### config.mk
export PLATFORM = sky130hd
export DESIGN_NAME = interrupt_controller
export DESIGN_NICKNAME = d
export VERILOG_FILES = /design/src/rtl/interrupt_pkg.sv /design/src/rtl/irq_sync_edge.sv /design/src/rtl/interrupt_controller.sv
export SDC_FILE = /design/constraint.sdc
export NUM_CORES = 1
export LEC_CHECK = 0
export BUFFER_PORTS_ARGS = -buffer_cell sky130_fd_sc_hd__buf_2
export CAP_MARGIN = 10
export CELL_PAD_IN_SITES_DETAIL_PLACEMENT = 1
export CELL_PAD_IN_SITES_GLOBAL_PLACEMENT = 2
export CORE_MARGIN = 1
export CORE_UTILIZATION = 32
export CTS_CLUSTER_SIZE = 12
export DETAILED_ROUTE_END_ITERATION = 6
export PLACE_DENSITY_LB_ADDON = 0.1
export SYNTH_ARGS = -nofsm -noshare
export SYNTH_HDL_FRONTEND = slang
export SYNTH_HIERARCHICAL = 1
export SYNTH_SLANG_ARGS = --single-unit
### constraint.sdc
create_clock -name instr_clock -period 3 [get_ports instr_clock]
set_input_delay 0.15 -clock instr_clock [delete_from_list [all_inputs] [get_ports instr_clock]]
set_output_delay 0.15 -clock instr_clock [all_outputs]
set_load 0.02 [all_outputs]
### src/rtl/interrupt_pkg.sv
// Shared types and helpers for the prioritised interrupt controller.
// Holds the handshake FSM encoding, the default vector base and the
// width helper used to size the active channel index.
package interrupt_pkg;

    typedef enum logic [1:0] {
        IDLE       = 2'd0,
        REQUEST    = 2'd1,
        IN_SERVICE = 2'd2
    } irq_state_t;

    localparam int unsigned DEFAULT_VECTOR_BASE = 32'h0000_0004;

    // Bits needed to index n channels, never less than one.
    function automatic int id_width(input int n);
        for (int w = 1; w < 31; w++) begin
            if ((1 << w) >= n) begin
                return w;
            end
        end
        return 31;
    endfunction

endpackage

### src/rtl/irq_sync_edge.sv
// Purpose: one interrupt channel - synchroniser, edge detector, pending flop.
// Latency: raw line to pending = SYNC_STAGES + 1 rising edges.
// Backpressure: none; pending holds (edge mode) until clr, set wins over clr.
// Ports: instr_clock/reset_bar, irq (raw async line), clr (clear request,
//        ignored in level mode), pending (registered pending bit).
module irq_sync_edge
    import interrupt_pkg::*;
#(
    parameter int SYNC_STAGES = 2,
    parameter bit EDGE_MODE   = 1'b1
) (
    input  logic instr_clock,
    input  logic reset_bar,
    input  logic irq,
    input  logic clr,
    output logic pending
);

    logic [SYNC_STAGES-1:0] sync;
    logic                   hist;
    logic                   rise;
    logic                   pending_next;

    assign rise = sync[SYNC_STAGES-1] & ~hist;

    // Edge mode: a new edge beats a simultaneous clear.
    // Level mode: pending simply tracks the synchronised line.
    assign pending_next = EDGE_MODE ? (rise | (pending & ~clr))
                                    : sync[SYNC_STAGES-1];

    always_ff @(posedge instr_clock or negedge reset_bar) begin
        if (!reset_bar) begin
            sync    <= '0;
            hist    <= 1'b0;
            pending <= 1'b0;
        end else begin
            sync    <= {sync[SYNC_STAGES-2:0], irq};
            hist    <= sync[SYNC_STAGES-1];
            pending <= pending_next;
        end
    end

endmodule

### src/rtl/interrupt_controller.sv
// Purpose: prioritised interrupt controller feeding the decoder interrupt input.
// Latency: pending bit visible -> int_req high after one rising edge.
// Backpressure: int_req held until int_ack; no new request until int_done.
// Ports: irq (raw lines), global_en, enable write (en_we/en_wdata), software
//        pending clear (clr_we/clr_wdata), int_ack/int_done handshake in;
//        int_req, vector, active_id, pending, in_service, wake out.
module interrupt_controller
    import interrupt_pkg::*;
#(
    parameter int                NUM_IRQ       = 8,
    parameter int                PC_WIDTH      = 11,
    parameter int unsigned       VECTOR_BASE   = DEFAULT_VECTOR_BASE,
    parameter int unsigned       VECTOR_STRIDE = 1,
    parameter logic [NUM_IRQ-1:0] EDGE_MASK    = '1,
    parameter int                SYNC_STAGES   = 2,
    localparam int               ID_W          = id_width(NUM_IRQ)
) (
    input  logic                instr_clock,
    input  logic                reset_bar,
    input  logic [NUM_IRQ-1:0]  irq,
    input  logic                global_en,
    input  logic                en_we,
    input  logic [NUM_IRQ-1:0]  en_wdata,
    input  logic                clr_we,
    input  logic [NUM_IRQ-1:0]  clr_wdata,
    input  logic                int_ack,
    input  logic                int_done,
    output logic                int_req,
    output logic [PC_WIDTH-1:0] vector,
    output logic [ID_W-1:0]     active_id,
    output logic [NUM_IRQ-1:0]  pending,
    output logic                in_service,
    output logic                wake
);

    irq_state_t         state;
    irq_state_t         state_next;
    logic [NUM_IRQ-1:0] enable;
    logic [NUM_IRQ-1:0] eligible;
    logic [NUM_IRQ-1:0] clr;
    logic [ID_W-1:0]    winner;
    logic               any_eligible;
    logic               ack_take;
    logic               grant;

    // Acks only count while a request is outstanding; strays are dropped.
    assign ack_take = (state == REQUEST) && int_ack;

    generate
        for (genvar i = 0; i < NUM_IRQ; i++) begin : g_ch
            assign clr[i] = (ack_take && (active_id == ID_W'(i)))
                          || (clr_we && clr_wdata[i]);

            irq_sync_edge #(
                .SYNC_STAGES (SYNC_STAGES),
                .EDGE_MODE   (EDGE_MASK[i])
            ) u_ch (
                .instr_clock (instr_clock),
                .reset_bar   (reset_bar),
                .irq         (irq[i]),
                .clr         (clr[i]),
                .pending     (pending[i])
            );
        end
    endgenerate

    always_ff @(posedge instr_clock or negedge reset_bar) begin
        if (!reset_bar) begin
            enable <= '0;
        end else if (en_we) begin
            enable <= en_wdata;
        end
    end

    assign eligible     = pending & enable;
    assign any_eligible = |eligible;
    assign wake         = any_eligible;

    // Fixed priority: lowest index wins, so scan downwards and let the
    // last hit stand.
    always_comb begin
        winner = '0;
        for (int i = NUM_IRQ - 1; i >= 0; i--) begin
            if (eligible[i]) begin
                winner = ID_W'(i);
            end
        end
    end

    assign grant = (state == IDLE) && global_en && any_eligible;

    // State register
    always_ff @(posedge instr_clock or negedge reset_bar) begin
        if (!reset_bar) begin
            state <= IDLE;
        end else begin
            state <= state_next;
        end
    end

    // Next-state logic
    always_comb begin
        state_next = state;
        case (state)
            IDLE: begin
                if (grant) begin
                    state_next = REQUEST;
                end
            end
            REQUEST: begin
                if (int_ack) begin
                    state_next = IN_SERVICE;
                end else if (!eligible[active_id] || !global_en) begin
                    state_next = IDLE;
                end
            end
            IN_SERVICE: begin
                if (int_done) begin
                    state_next = IDLE;
                end
            end
            default: state_next = IDLE;
        endcase
    end

    // Outputs
    always_comb begin
        int_req    = (state == REQUEST);
        in_service = (state == IN_SERVICE);
    end

    // The selected channel is frozen from grant until the next grant, so a
    // later higher-priority arrival never changes an outstanding vector.
    always_ff @(posedge instr_clock or negedge reset_bar) begin
        if (!reset_bar) begin
            active_id <= '0;
        end else if (grant) begin
            active_id <= winner;
        end
    end

    // Arithmetic done at PC_WIDTH so the result wraps like the PC does.
    assign vector = PC_WIDTH'(VECTOR_BASE)
                  + PC_WIDTH'(active_id) * PC_WIDTH'(VECTOR_STRIDE);

endmodule

* Yosys cells after proc, flatten, opt, wreduce, memory -nomap -nowiden
Index checks and enable logic that the tools add are counted.
** Word-level totals
- Register bits after elaboration :: 45
- Input bits :: 31
- Output and inout bits :: 25
- Word-level logic and storage cells :: 131
** Operators by class
- $add $sub $neg :: 1
- Order comparisons :: 1
- Equality and inequality tests :: 12
- Mux-type cells :: 15
- Bitwise logic cells :: 41
- Reduce and logical (&&, ||, !) cells :: 34
** Operator list (count)
- 3-bit two-way mux :: 8
- 1-bit logical AND :: 19
- 1-bit AND :: 16
- 1-bit NOT :: 16
- 3-bit equality test (second input constant) :: 4
- 1-bit logical OR :: 9
- 8-bit AND :: 1
- 2-bit two-way mux :: 4
- 1-bit bitwise OR :: 8
- 8-bit OR reduction :: 1
- 3-bit by 2-bit equality test with 1-bit output (second input constant) :: 2
- 2-bit one-hot mux with 3 select lines :: 1
- 3-bit by 3-bit adder with 4-bit output (first input constant) :: 1
- 3-bit by 4-bit < comparator with 1-bit output (second input constant) :: 1
- 2-bit inequality test (second input constant) :: 2
- 1-bit binary-select mux with 3-bit select :: 1
- 3-bit by 1-bit equality test with 1-bit output (second input constant) :: 1
- 3-bit logical NOT :: 1
- 3-bit by 2-bit inequality test with 1-bit output (second input constant) :: 1
- 3-bit AND reduction :: 1
- 2-bit by 1-bit equality test with 1-bit output (second input constant) :: 1
- 2-bit equality test (second input constant) :: 1
- 1-bit logical NOT :: 2
- 2-bit logical NOT :: 1
- 1-bit two-way mux :: 1

* Longest topological paths before layout
Gate-level depths: netlist of run 1.
- Depth in word-level cells :: 9
- Depth in mapped cells :: 5
- Mapped depth without buffers :: 5

* Hierarchy
The synthesis of run 1 kept the hierarchy.
** Modules (own cells, without submodules)
- irq_sync_edge :: instances 8, cells an instance 7, area each 120.1 µm², seq. area each 100.1 µm²
- interrupt_controller :: instances 1, cells an instance 90, area each 875.8 µm², seq. area each 325.3 µm²

* Worst setup path after synthesis of run 1
Ideal clock, no wire load.
- Kind :: register to register
- Start :: reg active_id[0]
- End :: reg state[0]
- Setup time :: 0.067 ns
- Data arrival time :: 1.432 ns
- Data required time :: 2.933 ns
- Path slack :: 1.501 ns
- Stages on the path, launching flop included :: 4
- Buffers on the path :: 0
- Period minus slack after synthesis :: 1.499 ns
- Path through :: dfrtp_1 mux4_1 mux2i_1 a41o_1
** Between the ends
- Word-level cells in the longest chain between the ends :: 6
** RTL lines
- start: declaration :: line interrupt_controller.sv:30 : output logic [ID_W-1:0] active_id,
- start signal: assignment :: line interrupt_controller.sv:138 : active_id <= winner;
- 1-bit binary-select mux with 3-bit select :: line interrupt_controller.sv:113 : end else if (!eligible[active_id] || !global_en) begin
- 1-bit two-way mux (not written as such) :: line interrupt_controller.sv:113
- 1-bit logical NOT :: line interrupt_controller.sv:113
- 1-bit logical OR :: line interrupt_controller.sv:113
- 3-bit by 2-bit inequality test with 1-bit output (no source line)
- 3-bit AND reduction (no source line)
- end signal: assignment :: line interrupt_controller.sv:97 : state <= state_next;
- end: declaration :: line interrupt_controller.sv:36 : irq_state_t state;
No other way between the ends. The select of a mux whose other input is x is not followed.
A chain may end at the register's enable or synchronous reset.

* Final worst setup path of run 1
- Start :: reg g_ch[3].u_ch.pending
- End :: out wake
** Between the ends
- Word-level cells in the longest chain between the ends :: 2
** RTL lines
- start: declaration :: line irq_sync_edge.sv:16 : output logic pending
- start signal: assignment :: line irq_sync_edge.sv:39 : pending <= pending_next;
- 8-bit AND :: line interrupt_controller.sv:75 : assign eligible = pending & enable;
- 8-bit OR reduction :: line interrupt_controller.sv:76 : assign any_eligible = |eligible;
- end: declaration :: line interrupt_controller.sv:33 : output logic wake
No other way between the ends.

==> flow_metrics.env, run 1 <==
export IMPL_fin_setup_tns_ns=0
export IMPL_crit_fanout=5
export IMPL_die_w_um=77.76
export IMPL_p_sw_w=0.0005589
export IMPL_synth_avg_cell_area_um2=12.58
export IMPL_setup_viol=0
export IMPL_fmaxAchievable_mhz=587.4
export IMPL_clock_skew_final_ns=0.005396
export IMPL_cap_violations=0
export IMPL_multiInputGateArea_um2=568.0
export IMPL_seq_area_um2=1126
export IMPL_gp_congestion=0.8120
export IMPL_finalMaxSlewViolations=0
export IMPL_ant_nets=0
export IMPL_cts_max_level=2
export IMPL_power_leakage_nw=1.138
export IMPL_die_h_um=77.76
export IMPL_drtPass1Iterations=4
export IMPL_hold_class="in2async"
export IMPL_yosysUniqueCellTypes=32
export IMPL_wl_um=3924
export IMPL_seq_power_share_pct=48.6
export IMPL_period_share_pct=56.75
export IMPL_avgRoutedWirePerCell_um=14.22
export IMPL_cts_root_buf="clkbuf_8"
export IMPL_ys_top_cells_by_area="dfrtp_1, o22ai_2, mux2_2"
export IMPL_clockPowerShare_pct=22.2
export IMPL_final_nets=234
export IMPL_core_area_um2=5507
export IMPL_cts_hold_buf=8
export IMPL_ys_ff_latch=45
export IMPL_cts_resized_gates=0
export IMPL_numPortBuffers=48
export IMPL_drive_gt1_share_pct=36.27
export IMPL_seq_area_frac_synth_pct=61.31
export IMPL_grt_pass1_wl_um=6624
export IMPL_clock_latency_ns=0.29
export IMPL_synth_top_area_cell="dfrtp_1"
export IMPL_status="completed"
export IMPL_start_kind="register"
export IMPL_antenna_found_initial=0
export IMPL_vias=1274
export IMPL_final_area_um2=2270
export IMPL_setup_worst_path_end_class="primary output"
export IMPL_fin_crit_ns=1.703
export IMPL_syn_area_um2=1837
export IMPL_fillers=612
export IMPL_viasPerCell=4.616
export IMPL_rsz0062_at_grt="false"
export IMPL_place_area_um2=2107
export IMPL_drt_iter0_drc=50
export IMPL_clk_pin_slew_ns=0.08
export IMPL_grt_max_degree=46
export IMPL_cts_setup_buffers=0
export IMPL_p_comb_share_pct=29.2
export IMPL_start_util_pct=33.36
export IMPL_crit_arrival_ns=1.55
export IMPL_drc=0
export IMPL_grt_pass1_vias=1345
export IMPL_dp_hpwl_um=2959
export IMPL_tightestPinTransition_ns=0.9884
export IMPL_cts_buffer_depth=2
export IMPL_row_count=27
export IMPL_yosysTopAreaCellShare_pct=61.31
export IMPL_yosys_warnings=6
export IMPL_cp_data_required_time_ns=2.85
export IMPL_p_sw_share_pct=35.32
export IMPL_cts_tree="built"
export IMPL_area_growth_pct=23.57
export IMPL_fin_cells=276
export IMPL_clock_sinks=45
export IMPL_final_hold_viol_count=0
export IMPL_vdd_drop_max_mv=0.2785
export IMPL_cts_buffers_inserted=5
export IMPL_placed_cells=260
export IMPL_critPathKind="reg2out"
export IMPL_grt_ovfl_total=0
export IMPL_internal_power_w=0.001023
export IMPL_powerDensity_nw_per_um2=697.2
export IMPL_diodes=0
export IMPL_dieArea_um2=6047
export IMPL_track_usage_pct=14.45
export IMPL_slew_limit_headroom_pct=34.11
export IMPL_syn_instance_count=146
export IMPL_io_pins=56
## cell usage after synthesis
| cell type | n |
|---|---|
| dfrtp_1 | 45 |
| inv_1 | 21 |
| nand2_1 | 14 |
| buf_4 | 10 |
| mux2_2 | 8 |
| o22ai_2 | 8 |
| a32o_1 | 5 |
| nand3_1 | 4 |
| o31ai_1 | 4 |
| o21ai_0 | 3 |
| a21oi_1 | 2 |
| a22oi_1 | 2 |
| a21boi_1 | 1 |
| a31oi_1 | 1 |
| a32oi_1 | 1 |
| a41o_1 | 1 |
| and2_1 | 1 |
| and3_1 | 1 |
| buf_1 | 1 |
| clkbuf_1 | 1 |
| conb_1 | 1 |
| inv_2 | 1 |
| mux2_1 | 1 |
| mux2i_1 | 1 |
| mux4_1 | 1 |
| mux4_2 | 1 |
| nand2_4 | 1 |
| nand2b_1 | 1 |
| nor2_1 | 1 |
| nor2b_1 | 1 |
| nor3b_1 | 1 |
| o2bb2ai_1 | 1 |
## critical path, cell delays in order, from the launching register on
cell and delay [ns]:
dfrtp_1 0.42, a22oi_1 0.31, and3_1 0.26, nand3_1 0.09, buf_2 0.18
## through the flow
step / util (%) / power [W] / setup slack [ns] / hold WS, ns
after global placement: 38.26 / 0.001226 / 1.484 / 0.2573
final: 41.22 / 0.001582 / 1.297 / 0.006768
after detailed placement: 38.26 / 0.001238 / 1.410 / 0.2594
after global routing: 41.22 / 0.001681 / 1.214 / 0.06073
after floorplan: - / 0.001095 / 1.501 / -0.1456
after CTS: 41.22 / 0.001607 / 1.286 / 0.04504
## cell type report
class	count	area share [%]
repair buffers	56	14.11
multi-input cells	73	25.03
inverters	22	3.638
clock buffers	6	3.197
clock inverters	2	0.4410
flip-flops and latches	45	49.61
well taps	72	3.969
## per-layer routing
metal / vias up / track usage (%) / share of wire [%] / wire (um)
li1: 595 / - / - / -
met1: 629 / 19.03 / 46 / 1809
met2: 44 / 22.65 / 47 / 1845
met3: 6 / 4.000 / 5.4 / 213
met4: 0 / 5.283 / 1.4 / 55
met5: - / 0 / 0 / 0
## power groups by stage
stage / sequential [W] / clock (W) / combinational, W
after detailed placement: 0.000781 / 0 / 0.000457
final: 0.000769 / 0.000351 / 0.000462
after global routing: 0.000784 / 0.000392 / 0.000505
after global placement: 0.000773 / 0 / 0.000454
after floorplan: 0.000803 / 0 / 0.000293
after CTS: 0.000770 / 0.000370 / 0.000468
## path summary, 6_finish.rpt
kind                                 startpoint  depth (start not counted)  slack (ns)                   end
max                        g_ch[3].u_ch/pending                          4        1.30                  wake
min                                   reset_bar                          1       0.007  g_ch[6].u_ch/sync[1]
max reg2reg                            state[1]                          4        1.40          active_id[0]
min reg2reg                g_ch[2].u_ch/sync[0]                          0        0.35  g_ch[2].u_ch/sync[1]
max in group asynchronous             reset_bar                          1        2.36              state[0]
min in group instr_clock               int_done                          2        0.06              state[1]
## placed cells by master, fill, tap and decap left out, types with 3 or more instances in the layout
| cell type | n |
|---|---|
| a32o_1 | 5 |
| buf_2 | 48 |
| clkbuf_8 | 5 |
| conb_1 | 7 |
| dfrtp_1 | 45 |
| dlygate4sd3_1 | 8 |
| inv_1 | 21 |
| mux2_2 | 8 |
| nand2_1 | 14 |
| nand3_1 | 4 |
| o21ai_0 | 3 |
| o22ai_2 | 8 |
| o31ai_1 | 4 |
## sequential cells by signal, summed over array words and instances, names as in the netlist
register,count
active_id,3
enable,8
g_ch.u_ch/hist,8
g_ch.u_ch/pending,8
g_ch.u_ch/sync,16
state,2
## cell families (layout without fill, tap and decap cells)
logic type | Yosys count | in the layout | share of synthesized area, %
flip-flops | 45 | 45 | 61.31
buffers and inverters | 34 | 86 | 8.991
AO/OA/AOI/OAI | 29 | 29 | 14.24
AND/OR/NAND/NOR | 25 | 25 | 6.540
multiplexers | 12 | 12 | 8.720
other | 1 | 7 | 0.2042
(Power assumes the default switching activity.)
==> run 2: changes to the inputs <==
ABC_AREA = 1   (was unset)
CORE_UTILIZATION = 30   (was 32)
clock period = 1.7 ns   (was 3 ns; I/O delays follow)
==> run 2 against run 1 <==
  * First-iteration DRC count decreased by 16%
  * Synthesized cell count is 31% higher
  * Register-to-register slack lost 1.2 ns
  * Cell area is 3.3% higher
  * Non-clock buffer count rose by 5
  * Critical path depth increased by 2
  * Power is 80% higher
  * Utilization is 1.8 points lower
  * Wire length rose by 1.5%
  * Flip-flop and latch count stayed put
  * Clock skew grew 0.0012 ns
  * Worst setup slack worse by 1.1 ns
==> flow_metrics.env, run 2 <==
export IMPL_ys_ff_latch=45
export IMPL_row_count=28
export IMPL_die_h_um=80.86
export IMPL_yosysTopAreaCellShare_pct=60.36
export IMPL_fmaxAchievable_mhz=662.1
export IMPL_numPortBuffers=48
export IMPL_setup_viol=0
export IMPL_cts_tree="built"
export IMPL_rsz0062_at_grt="false"
export IMPL_cts_buffers_inserted=5
export IMPL_grt_use_met3_pct=3.820
export IMPL_die_w_um=80.86
export IMPL_clockPowerShare_pct=21.7
export IMPL_synth_most_common_cell="nand2_1"
export IMPL_cts_root_buf="clkbuf_8"
export IMPL_async_reset_ff_share_pct=100.0
export IMPL_drive_gt1_share_pct=30.43
export IMPL_synth_avg_cell_area_um2=9.767
export IMPL_final_nets=283
export IMPL_core_area_um2=5956
export IMPL_vias=1386
export IMPL_grt_pass1_wl_um=6844
export IMPL_drt_iter0_drc=42
export IMPL_cts_resized_gates=0
export IMPL_cap_violations=0
export IMPL_ant_nets=0
export IMPL_diodes=0
export IMPL_gp_congestion=0.7840
export IMPL_cts_max_level=2
export IMPL_power_leakage_nw=1.242
export IMPL_clock_sinks=45
export IMPL_final_common_cell="nand2_1"
export IMPL_use_met1_pct=20.06
export IMPL_internal_power_w=0.001798
export IMPL_fillers=731
export IMPL_seq_power_share_pct=46.5
export IMPL_dieArea_um2=6538
export IMPL_fin_setup_tns_ns=0
export IMPL_status="completed"
export IMPL_grt_util_met2_pct=20.92
export IMPL_powerDensity_nw_per_um2=1215
export IMPL_track_usage_pct=14.20
export IMPL_drtPass1Iterations=3
export IMPL_largest_register="g_ch.u_ch/sync"
export IMPL_vdd_drop_max_mv=0.4673
export IMPL_grt_pass1_vias=1398
export IMPL_cp_data_required_time_ns=1.88
export IMPL_synth_edf_count=0
export IMPL_fin_crit_ns=1.510
export IMPL_setup_worst_path_end_class="register"
export IMPL_area_growth_pct=25.69
export IMPL_largest_register_ffs=16
export IMPL_ys_flop_type="dfrtp_1"
export IMPL_period_share_pct=88.84
export IMPL_grt_ovfl_total=0
export IMPL_seq_area_frac_synth_pct=60.36
export IMPL_clock_skew_final_ns=0.006575
export IMPL_seq_area_um2=1126
export IMPL_multiInputGateArea_um2=561.8
export IMPL_yosysUniqueCellTypes=20
export IMPL_hold_class="in2reg"
export IMPL_io_pins=56
export IMPL_layout_common_cells="nand2_1, buf_2, dfrtp_1"
export IMPL_finalPower_w=0.002849
export IMPL_clock_latency_ns=0.29
export IMPL_drc=0
export IMPL_cts_buffer_depth=2
export IMPL_finalMaxSlewViolations=0
export IMPL_p_comb_share_pct=31.9
export IMPL_p_sw_share_pct=36.89
export IMPL_viasPerCell=4.226
export IMPL_final_hold_viol_count=0
export IMPL_clk_pin_slew_ns=0.08
export IMPL_ys_top_cells_by_area="dfrtp_1, nand2_1, inv_1"
export IMPL_grt_max_degree=27
export IMPL_synth_commonest_cells="nand2_1, dfrtp_1, inv_1, buf_4, nand3_1"
export IMPL_cts_setup_buffers=0
export IMPL_top_usage_layer="met2"
export IMPL_syn_instance_count=191
export IMPL_start_kind="register"
export IMPL_synth_top_area_cell="dfrtp_1"
export IMPL_wl_um=3983
export IMPL_p_sw_w=0.001051
export IMPL_yosys_warnings=6
export IMPL_critPathKind="reg2reg"
export IMPL_syn_area_um2=1866
export IMPL_start_util_pct=31.32
export IMPL_avgRoutedWirePerCell_um=12.14
export IMPL_crit_fanout=10
export IMPL_crit_arrival_ns=1.69
export IMPL_dp_hpwl_um=3178
export IMPL_antenna_found_initial=0
run 2: cell count changes after synthesis, sizes merged, moves of 2 or more:
cell   delta
a21oi     -2
o31ai     +5
inv       +6
a32o      -5
nor2      +5
nand2    +50
nand3     +6
buf       +2
mux4      -2
o22ai     -7
a22oi     -2
run 2: area by class of cell:
type / count / area share [%]
tap: 75 / 4.002
inverter: 28 / 4.482
multi-input combinational: 111 / 23.96
clock inverter: 2 / 0.4269
sequential: 45 / 48.03
timing repair buffer: 61 / 16.01
clock buffer: 6 / 3.095
run 2: timing repair:
action | CTS | global route
hold buffers | 10 | 0
setup endpoints to repair | 0 | 0
hold endpoints to repair | 28 | 0
run 2: through the flow:
| stage | hold WS, ns | worst slack [ns] | instances | instance area [um^2] | util, % |
|---|---|---|---|---|---|
| floorplan | -0.2106 | 0.3988 | 197 | 1888 | - |
| global placement | 0.08315 | 0.1717 | 310 | 2162 | 36.30 |
| detailed placement | 0.07779 | 0.1938 | 310 | 2162 | 36.30 |
| CTS | 0.01697 | 0.1796 | 328 | 2345 | 39.37 |
| global route | 0.009593 | 0.01874 | 328 | 2345 | 39.37 |
| finish | 0.02602 | 0.1896 | 328 | 2345 | 39.37 |
run 2: final timing paths:
check / to / startpoint / cells after the start / slack (ns)
setup / recovery: g_ch[0].u_ch/pending / active_id[0] / 6 / 0.19
hold / removal: enable[0] / en_wdata[0] / 2 / 0.03
setup reg to reg: g_ch[0].u_ch/pending / active_id[0] / 6 / 0.19
hold reg to reg: g_ch[7].u_ch/sync[1] / g_ch[7].u_ch/sync[0] / 0 / 0.35
max in group asynchronous: g_ch[2].u_ch/sync[0] / reset_bar / 3 / 0.90
min in group asynchronous: state[1] / reset_bar / 2 / 0.29
run 2: cell families after synthesis:
logic type             synth area share, %
flip-flops                           60.36
buffers and inverters                10.73
AO/OA/AOI/OAI                        4.762
multiplexers                         4.829
other                               0.2010
AND/OR/NAND/NOR                      19.12
run 2: power by group through the flow:
stage                     registers, W  logic [W]  clock network, W
final                          0.00132   0.000908          0.000617
after global routing           0.00135    0.00103          0.000707
after floorplan                0.00140   0.000580                 0
after global placement         0.00135   0.000906                 0
after CTS                      0.00133   0.000930          0.000652
after detailed placement       0.00135   0.000909                 0
run 2: worst max-delay path, stage by stage, from the launching register on:
cell	delay, ns
dfrtp_1	0.50
nor2_1	0.26
inv_1	0.10
o31ai_1	0.34
inv_1	0.09
nand2_1	0.07
nand2_1	0.04
run 2: routing by layer:
metal | routed length [um] | up-vias
li1 | - | 699
met1 | 2040 | 643
met2 | 1669 | 40
met3 | 236 | 4
met4 | 37 | 0
met5 | 0 | -
==> run 3: changes to the inputs <==
PLACE_DENSITY = 0.78   (was unset)
PLACE_DENSITY_LB_ADDON = unset   (was 0.1)
==> run 3 against run 2 <==
  * Register-to-register slack better by 0.04 ns
  * Power shrank 0.12%
  * Highest routed layer unchanged
  * Cell area shrank 0.27%
==> flow_metrics.env, run 3 (synthesized netlist as in run 2, its figures left out) <==
export IMPL_status="completed"
export IMPL_cts_buffer_depth=2
export IMPL_crit_arrival_ns=1.65
export IMPL_start_kind="register"
export IMPL_final_hold_viol_count=0
export IMPL_powerDensity_nw_per_um2=1217
export IMPL_fmaxAchievable_mhz=682.2
export IMPL_whs_ns=0.02483
export IMPL_area_growth_pct=25.35
export IMPL_hold_class="in2reg"
export IMPL_cts_setup_buffers=0
export IMPL_drive_gt1_share_pct=29.76
export IMPL_cp_data_required_time_ns=1.89
export IMPL_ant_nets=0
export IMPL_rsz0062_at_grt="false"
export IMPL_critPathKind="reg2reg"
export IMPL_max_stage_delay_ns=0.49
export IMPL_clock_latency_ns=0.29
export IMPL_clock_skew_final_ns=0.002938
export IMPL_clk_pin_slew_ns=0.08
export IMPL_drt_iter0_drc=46
export IMPL_clock_sinks=45
export IMPL_setup_viol=0
export IMPL_cts_max_level=2
export IMPL_cp_num_buf_inv=2
export IMPL_layout_common_cells="nand2_1, buf_2, dfrtp_1"
export IMPL_grt_pass1_vias=1386
export IMPL_grt_ovfl_total=0
export IMPL_diodes=0
export IMPL_die_w_um=80.86
export IMPL_crit_fanout=10
export IMPL_antenna_found_initial=0
export IMPL_slowest_stage="dfrtp_1"
export IMPL_core_area_um2=5956
export IMPL_gp_congestion=0.7550
export IMPL_wl_um=3976
export IMPL_path_cells="nor2_1 > inv_1 > o31ai_1 > inv_1 > nand2_1 > nand2_1"
export IMPL_vias=1407
export IMPL_largest_register_ffs=16
export IMPL_die_h_um=80.86
export IMPL_drc=0
export IMPL_finalMaxSlewViolations=0
export IMPL_numPortBuffers=48
export IMPL_grt_max_degree=25
export IMPL_vdd_drop_max_mv=0.3702
export IMPL_dp_hpwl_um=3147
export IMPL_avgRoutedWirePerCell_um=12.16
export IMPL_period_share_pct=86.23
export IMPL_final_nets=282
export IMPL_viasPerCell=4.303
export IMPL_largest_register="g_ch.u_ch/sync"
export IMPL_path_delay_family="flip-flops"
export IMPL_drtPass1Iterations=4
export IMPL_start_util_pct=31.32
export IMPL_fin_setup_tns_ns=0
export IMPL_track_usage_pct=13.46
export IMPL_seq_area_um2=1126
export IMPL_multiInputGateArea_um2=561.8
export IMPL_row_count=28
export IMPL_fillers=731
export IMPL_cap_violations=0
export IMPL_setup_worst_path_end_class="register"
export IMPL_dieArea_um2=6538
export IMPL_cts_buffers_inserted=5
export IMPL_io_pins=56
export IMPL_cts_tree="built"
export IMPL_grt_pass1_wl_um=6410
export IMPL_final_common_cell="nand2_1"
export IMPL_fin_crit_ns=1.466
export IMPL_cts_root_buf="clkbuf_8"
export IMPL_slew_limit_headroom_pct=65.68
export IMPL_power_leakage_nw=1.231
export IMPL_tightestPinTransition_ns=0.5147
run 3: metal layers:
layer,GRT usage [%],routed length (um),vias up
li1,-,-,693
met1,17.30,1841,674
met4,4.821,41,0
met2,21.60,1867,35
met3,3.820,225,5
met5,0,0,-
run 3: power breakdown:
part           leakage (nW)  total [W]  internal, W  switching, W
Clock                0.0385   0.000634     0.000291      0.000343
Sequential            0.528    0.00132      0.00120      0.000125
Combinational         0.665   0.000890     0.000305      0.000585
run 3: cell type report:
class / instances / area share, %
Clock buffer: 7 / 3.264
Clock inverter: 1 / 0.3210
Inverter: 28 / 4.494
Multi-Input combinational cell: 111 / 24.02
Sequential cell: 45 / 48.15
Tap cell: 75 / 4.013
Timing Repair Buffer: 60 / 15.73
run 3: per-stage QoR:
step | std cells | worst slack (ns) | util (%) | instance area [um^2] | total power, W
after global placement | 309 | 0.2067 | 36.18 | 2155 | 0.002219
after global routing | 327 | 0.05352 | 39.26 | 2338 | 0.003041
final | 327 | 0.2341 | 39.26 | 2338 | 0.002846
after floorplan | 197 | 0.3988 | - | 1888 | 0.001976
after CTS | 327 | 0.2238 | 39.26 | 2338 | 0.002891
after detailed placement | 309 | 0.2339 | 36.18 | 2155 | 0.002229
run 3: what timing repair did:
item | 4_1_cts | 5_1_grt
hold buffers | 10 | 0
gates resized for setup | 0 | 0
endpoints found under the hold margin | 30 | 0
run 3: worst paths after layout:
check | end | cells past startpoint | start | slack, ns
worst max-delay path | g_ch[4].u_ch/pending | 6 | active_id[0] | 0.23
worst min-delay path | enable[7] | 2 | en_wdata[7] | 0.02
worst max register to register | g_ch[4].u_ch/pending | 6 | active_id[0] | 0.23
worst min register to register | g_ch[2].u_ch/sync[1] | 0 | g_ch[2].u_ch/sync[0] | 0.35
max in group asynchronous | active_id[2] | 3 | reset_bar | 0.88
min in group asynchronous | enable[3] | 2 | reset_bar | 0.30
